`src/rtl/lap_history_char_rom.sv`:
```
// lap_history_char_rom: captures lap times, converts to M:SS:CC and serves text cells for history + best rows
module lap_history_char_rom #(
  parameter int NUM_LAPS = 3,
  parameter int TIME_W   = 16
) (
  input  logic              clk,
  input  logic              rst_n,
  input  logic              lap_done,
  input  logic [TIME_W-1:0] lap_time,
  input  logic [15:0]       char_xy,
  output logic [6:0]        char_code,
  output logic              busy,
  output logic              overrun
);
  typedef enum logic [1:0] {IDLE, CONV, STORE} state_t;
  state_t                       state_q, state_d;
  logic [15:0]                  rem_q, rem_d, cur_q, cur_d, best_bin_q, best_bin_d;
  logic [15:0]                  pend_t_q, pend_t_d, t_in, src, w;
  logic [2:0]                   idx_q, idx_d;
  logic [4:0][3:0]              dig_q, dig_d, best_q, best_d, sel;
  logic [NUM_LAPS-1:0][4:0][3:0] hist_q, hist_d;
  logic [NUM_LAPS-1:0]          valid_q, valid_d;
  logic                         best_v_q, best_v_d, pend_v_q, pend_v_d, ovr_q, ovr_d, start, sel_v, is_best;
  logic [6:0]                   char_q, char_d;
  logic [7:0]                   col, row;

  function automatic logic [6:0] dch(input logic v, input logic [3:0] d);
    return v ? {3'b011, d} : 7'h2D;
  endfunction

  assign t_in = (lap_time >= TIME_W'(60000)) ? 16'd59999 : lap_time[15:0];
  assign w = (idx_q == 3'd0) ? 16'd6000 : (idx_q == 3'd1) ? 16'd1000 :
             (idx_q == 3'd2) ? 16'd100  : (idx_q == 3'd3) ? 16'd10 : 16'd1;
  assign col = char_xy[15:8];
  assign row = char_xy[7:0];

  // Converter FSM, pending slot, history shift and best tracking
  always_comb begin
    state_d    = state_q;
    rem_d      = rem_q;
    cur_d      = cur_q;
    idx_d      = idx_q;
    dig_d      = dig_q;
    hist_d     = hist_q;
    valid_d    = valid_q;
    best_d     = best_q;
    best_v_d   = best_v_q;
    best_bin_d = best_bin_q;
    pend_v_d   = pend_v_q;
    pend_t_d   = pend_t_q;
    ovr_d      = 1'b0;
    start      = 1'b0;
    src        = t_in;
    case (state_q)
      IDLE: start = lap_done;
      CONV: begin
        if (rem_q >= w) begin
          rem_d        = rem_q - w;
          dig_d[idx_q] = dig_q[idx_q] + 4'd1;
        end else if (idx_q == 3'd4) state_d = STORE;
        else idx_d = idx_q + 3'd1;
        if (lap_done) begin
          pend_v_d = 1'b1;
          pend_t_d = t_in;
          ovr_d    = pend_v_q;
        end
      end
      default: begin
        hist_d[0]  = dig_q;
        valid_d[0] = 1'b1;
        for (int i = 1; i < NUM_LAPS; i++) begin
          hist_d[i]  = hist_q[i-1];
          valid_d[i] = valid_q[i-1];
        end
        if (!best_v_q || cur_q < best_bin_q) begin
          best_d     = dig_q;
          best_bin_d = cur_q;
          best_v_d   = 1'b1;
        end
        state_d  = IDLE;
        start    = pend_v_q || lap_done;
        src      = pend_v_q ? pend_t_q : t_in;
        pend_v_d = pend_v_q && lap_done;
        pend_t_d = t_in;
      end
    endcase
    if (start) begin
      state_d = CONV;
      rem_d   = src;
      cur_d   = src;
      idx_d   = 3'd0;
      dig_d   = '0;
    end
  end

  // Text cell lookup for the addressed row/column
  always_comb begin
    sel   = best_q;
    sel_v = best_v_q;
    for (int i = 0; i < NUM_LAPS; i++)
      if (row == 8'(i)) begin
        sel   = hist_q[i];
        sel_v = valid_q[i];
      end
    is_best = row == 8'(NUM_LAPS);
    char_d  = 7'h00;
    if (row <= 8'(NUM_LAPS))
      case (col)
        8'd0:  char_d = is_best ? 7'h42 : 7'h4C;
        8'd1:  char_d = is_best ? 7'h45 : 7'h41;
        8'd2:  char_d = is_best ? 7'h53 : 7'h50;
        8'd3:  char_d = is_best ? 7'h54 : 7'h31 + row[6:0];
        8'd4, 8'd7, 8'd10: char_d = 7'h3A;
        8'd5:  char_d = 7'h20;
        8'd6:  char_d = dch(sel_v, sel[0]);
        8'd8:  char_d = dch(sel_v, sel[1]);
        8'd9:  char_d = dch(sel_v, sel[2]);
        8'd11: char_d = dch(sel_v, sel[3]);
        8'd12: char_d = dch(sel_v, sel[4]);
        default: char_d = 7'h00;
      endcase
  end

  // State registers with synchronous active-low reset
  always_ff @(posedge clk) begin
    if (!rst_n) begin
      state_q    <= IDLE;
      rem_q      <= '0;
      cur_q      <= '0;
      idx_q      <= '0;
      dig_q      <= '0;
      hist_q     <= '0;
      valid_q    <= '0;
      best_q     <= '0;
      best_v_q   <= 1'b0;
      best_bin_q <= '0;
      pend_v_q   <= 1'b0;
      pend_t_q   <= '0;
      ovr_q      <= 1'b0;
      char_q     <= '0;
    end else begin
      state_q    <= state_d;
      rem_q      <= rem_d;
      cur_q      <= cur_d;
      idx_q      <= idx_d;
      dig_q      <= dig_d;
      hist_q     <= hist_d;
      valid_q    <= valid_d;
      best_q     <= best_d;
      best_v_q   <= best_v_d;
      best_bin_q <= best_bin_d;
      pend_v_q   <= pend_v_d;
      pend_t_q   <= pend_t_d;
      ovr_q      <= ovr_d;
      char_q     <= char_d;
    end
  end

  assign char_code = char_q;
  assign busy      = state_q != IDLE;
  assign overrun   = ovr_q;
endmodule

```
`config.mk`:
```
export PLATFORM = sky130hd
export DESIGN_NAME = lap_history_char_rom
export DESIGN_NICKNAME = d
export VERILOG_FILES = /design/src/rtl/lap_history_char_rom.sv
export SDC_FILE = /design/constraint.sdc
export NUM_CORES = 1
export LEC_CHECK = 0
export ABC_AREA = 1
export ABC_CLOCK_PERIOD_IN_PS = 2700
export BUFFER_PORTS_ARGS = -buffer_cell sky130_fd_sc_hd__buf_2
export CAP_MARGIN = 20
export CORE_MARGIN = 1.5
export CORE_UTILIZATION = 56
export DETAILED_ROUTE_END_ITERATION = 7
export GPL_TIMING_DRIVEN = 0
export PLACE_DENSITY_LB_ADDON = 0.2
export RECOVER_POWER = 50
export SETUP_SLACK_MARGIN = 0.02
export SYNTH_ARGS = -nofsm -noshare
export SYNTH_HDL_FRONTEND = slang
export SYNTH_SLANG_ARGS = --single-unit
```
`constraint.sdc`:
```
create_clock -name clk -period 2.7 [get_ports clk]
set_clock_uncertainty 0.05 [all_clocks]
set_input_delay 0.54 -clock clk [delete_from_list [all_inputs] [get_ports clk]]
set_output_delay 0.54 -clock clk [all_outputs]
set_load 0.005 [all_outputs]
```
==> run metrics <==
status finished with violations; failing checks negative setup slack; sequential area share after synthesis 38.00%; Hold Crit Class input pin to flip-flop; Comb power frac 31.5%; vias in the first global route 8993; Slew Viols, Final 0; clock-pin slew on the worst setup and hold paths 70 ps; NetSw 2.827 mW; Max Freq between 300 and 400 MHz; met3 wire length 2413 um; Max-slew headroom 34.49%; Row Count 47; post-synthesis cell type count 47; drt total wl approximately 28000 um; crit path DAT 3210 ps; Chip Width between 100 and 150 um; DRT Pass-1 Iters 5; clk sink count 182; CTS Hold Buffers Added 0; htree depth 4; fin cells 1716; mapped cell area approximately 9600 um2; Met2 Wirelength between 10000 and 15000 um; EDFF count, synth 0; Ports 44; routed vias ~9800; Synth Warn # 0; sequential share of power about two fifths; post-route ant nets 0; Die ar. 17920 um2; internal power 5.042 mW; Worst Path Required 2990 ps; Finish-stage setup viols 38; drt wl/cell 16.52 um; Critical Setup Path Class flip-flop to flip-flop; CTS Buf Count 17; vias per inst about 5.7; PD cells between 700 and 800 nW/um2; Area contributors post-synth dfxtp_1, nand2_1, a21oi_1; # diodes 0; routability cong. 0.9795; CTS Buffer Depth 2; Post-Syn Instances 1399; GRT Resource Usage Total around a third; core area 16640 um2; Skew-Pair Late Insertion Delay 440 ps; CP max FO 8; proportion of netlist area held by the largest area contributor 38.00%; Final min period about 2900 ps; Fillers 1435; post-route clock period utilization 108.2%; switch share 35.93%; Leak Pwr 4.685 nW; async set-reset flop share out of synthesis 0%; layout cells sized above 1 between 15 and 20%; Top FF cell, synth dfxtp_1; largest net degree at the start of global routing 17; crit end category flip-flop; Layout area overhead 16.29%; dpl hpwl 20350 um; cell accounting for the most synthesized area dfxtp_1; dpl cells 1662; Die Span Y 133.9 um; final layout net count about 1600; CP Launch Type flip-flop; Worst Slack Setup Final -221.7 ps; Mapped Avg Cell Area a little under 7 um2; Clock power frac 30.0%; number of synthesized register bits 182; worst-margin pin slew 974.3 ps; WL met1 around 13000 um; Max IR drop VDD 0.0006088 V; antenna violations before repair 0; global route overflow 0; total of max-cap violations 0; DR DRC count 0; Iter 0 DRT Violations around 1000; Port Buffers 43; endpoints failing hold 0; Synth Net Count 1472; Max Used Layer met4; RSZ-0062 raised after global routing yes; setup TNS -5143 ps; first-pass GRT wire length around 45000 um; Root Buffer Master clkbuf_16; Initial Util 57.61%; CTS tree done
[worst max-delay path, cell delays in order (launching register included)]
cell and delay [ps]:
dfxtp_4 390, clkinv_4 70, buf_4 140, ha_1 190
nand2_1 100, nand2_2 80, nand2_1 80, nand2_1 110
ha_4 280, nand2_1 90, nand2_2 80, nor2_4 140
o21ai_2 90, nand2_2 90, nand3_4 100, nand2_8 140
nand2_4 60, buf_8 150, inv_8 70, buf_12 140
nand2_4 50, nand2_2 80, inv_2 40
[sequential cells by signal (all words and copies together), names as in the netlist, 2 cells and up]
register and cells:
idx_q 3, best_bin_q 16, char_code 7, pend_t_q 16, rem_q 16, state_q 2, cur_q 16, dig_q 20
best_q 20, hist_q 60, valid_q 3
[synthesized netlist by cell type (2+ instances only)]
master	count
nand2_1	282
dfxtp_1	182
a21oi_1	169
nor2_1	152
o21ai_0	143
inv_1	142
nand3_1	100
ha_1	37
clkbuf_1	33
nor3_1	19
buf_2	15
o211ai_1	12
a211oi_1	10
nand2_2	8
nand4_1	8
nor2_2	8
o31ai_1	8
buf_4	7
inv_2	7
a21boi_0	6
buf_6	6
xor2_1	6
a22oi_1	3
buf_1	3
nand3b_1	3
a21boi_1	2
nand3_2	2
nor2_4	2
nor3_2	2
nor4_1	2
o21bai_1	2
o22ai_1	2
or2_2	2
[per-stage QoR]
step	power, mW	setup WS [ps]	hold slack [ps]	area [um2]	utilization [%]
finish	7.869	-221.7	337.8	11150	67.00
global placement	4.871	-374.1	391.9	10110	60.76
global route	8.239	-302.9	385.8	11150	67.00
floorplan	4.434	36.09	379.7	9622	-
CTS	7.487	-29.06	333.5	10880	65.36
detailed placement	4.925	-449.2	398.3	10110	60.76
[kinds of logic after synthesis]
group                      share of synthesized area, %
buffers and inverters                             9.409
xor gates and xnor gates                         0.5481
DFF                                               38.00
and+or+nand+nor                                   26.58
adders and majority gates                         5.037
AOI/OAI and AO/OA                                 20.42
[path summary, 6_finish.rpt]
check / start / endpoint / slack [ps] / cells past startpoint
max: idx_q[0]$_SDFFE_PP0P_ / state_q[0]$_SDFFE_PN0P_ / -220 / 22
min: lap_time[14] / pend_t_q[14]$_SDFFE_PN0P_ / 340 / 3
max reg2reg: idx_q[0]$_SDFFE_PP0P_ / state_q[0]$_SDFFE_PN0P_ / -220 / 22
min reg2reg: pend_v_q$_SDFFE_PN0P_ / overrun$_SDFF_PN0_ / 410 / 2
[power groups by stage]
stage	clock (mW)	combinational, mW	sequential (mW)
2_1_floorplan	0	1.41	3.02
3_3_place_gp	0	1.81	3.06
3_5_place_dp	0	1.86	3.06
4_1_cts	2.37	2.10	3.01
5_1_grt	2.48	2.71	3.04
6_report	2.36	2.48	3.03
[cell type report]
class                           instances  area [um2]  share of cell area [%]
Multi-Input combinational cell       1002        5331                   47.82
Sequential cell                       182        3652                   32.76
Inverter                              151       586.8                   5.263
Clock buffer                           19       452.9                   4.062
Timing Repair Buffer                   66       411.6                   3.692
Buffer                                 63       342.8                   3.075
Tap cell                              220       275.3                   2.469
Clock inverter                         13       96.34                  0.8641
[metal layers]
layer	vias up	global-route usage [%]
li1	4801	-
met1	4489	44.21
met3	61	6.311
met4	0	8.998
met5	-	0
met2	433	49.83
[layout by cell type, fill, tap and decap left out, types with 17 or more instances in the layout]
cell / count
dfxtp_1: 179
buf_4: 27
nand2_1: 273
clkbuf_16: 18
clkbuf_1: 32
a21oi_1: 165
nor2_4: 17
buf_2: 56
inv_1: 133
nand3_1: 100
nor2_2: 18
o21ai_0: 133
nor3_1: 19
nor2_1: 127
ha_1: 30
[timing repair]
item,CTS,global route
gates cloned,0,1
pin swaps,6,17
setup buffers,12,10
endpoints found under the setup margin,41,41
resized for setup,33,60
(Power assumes the default switching activity.)
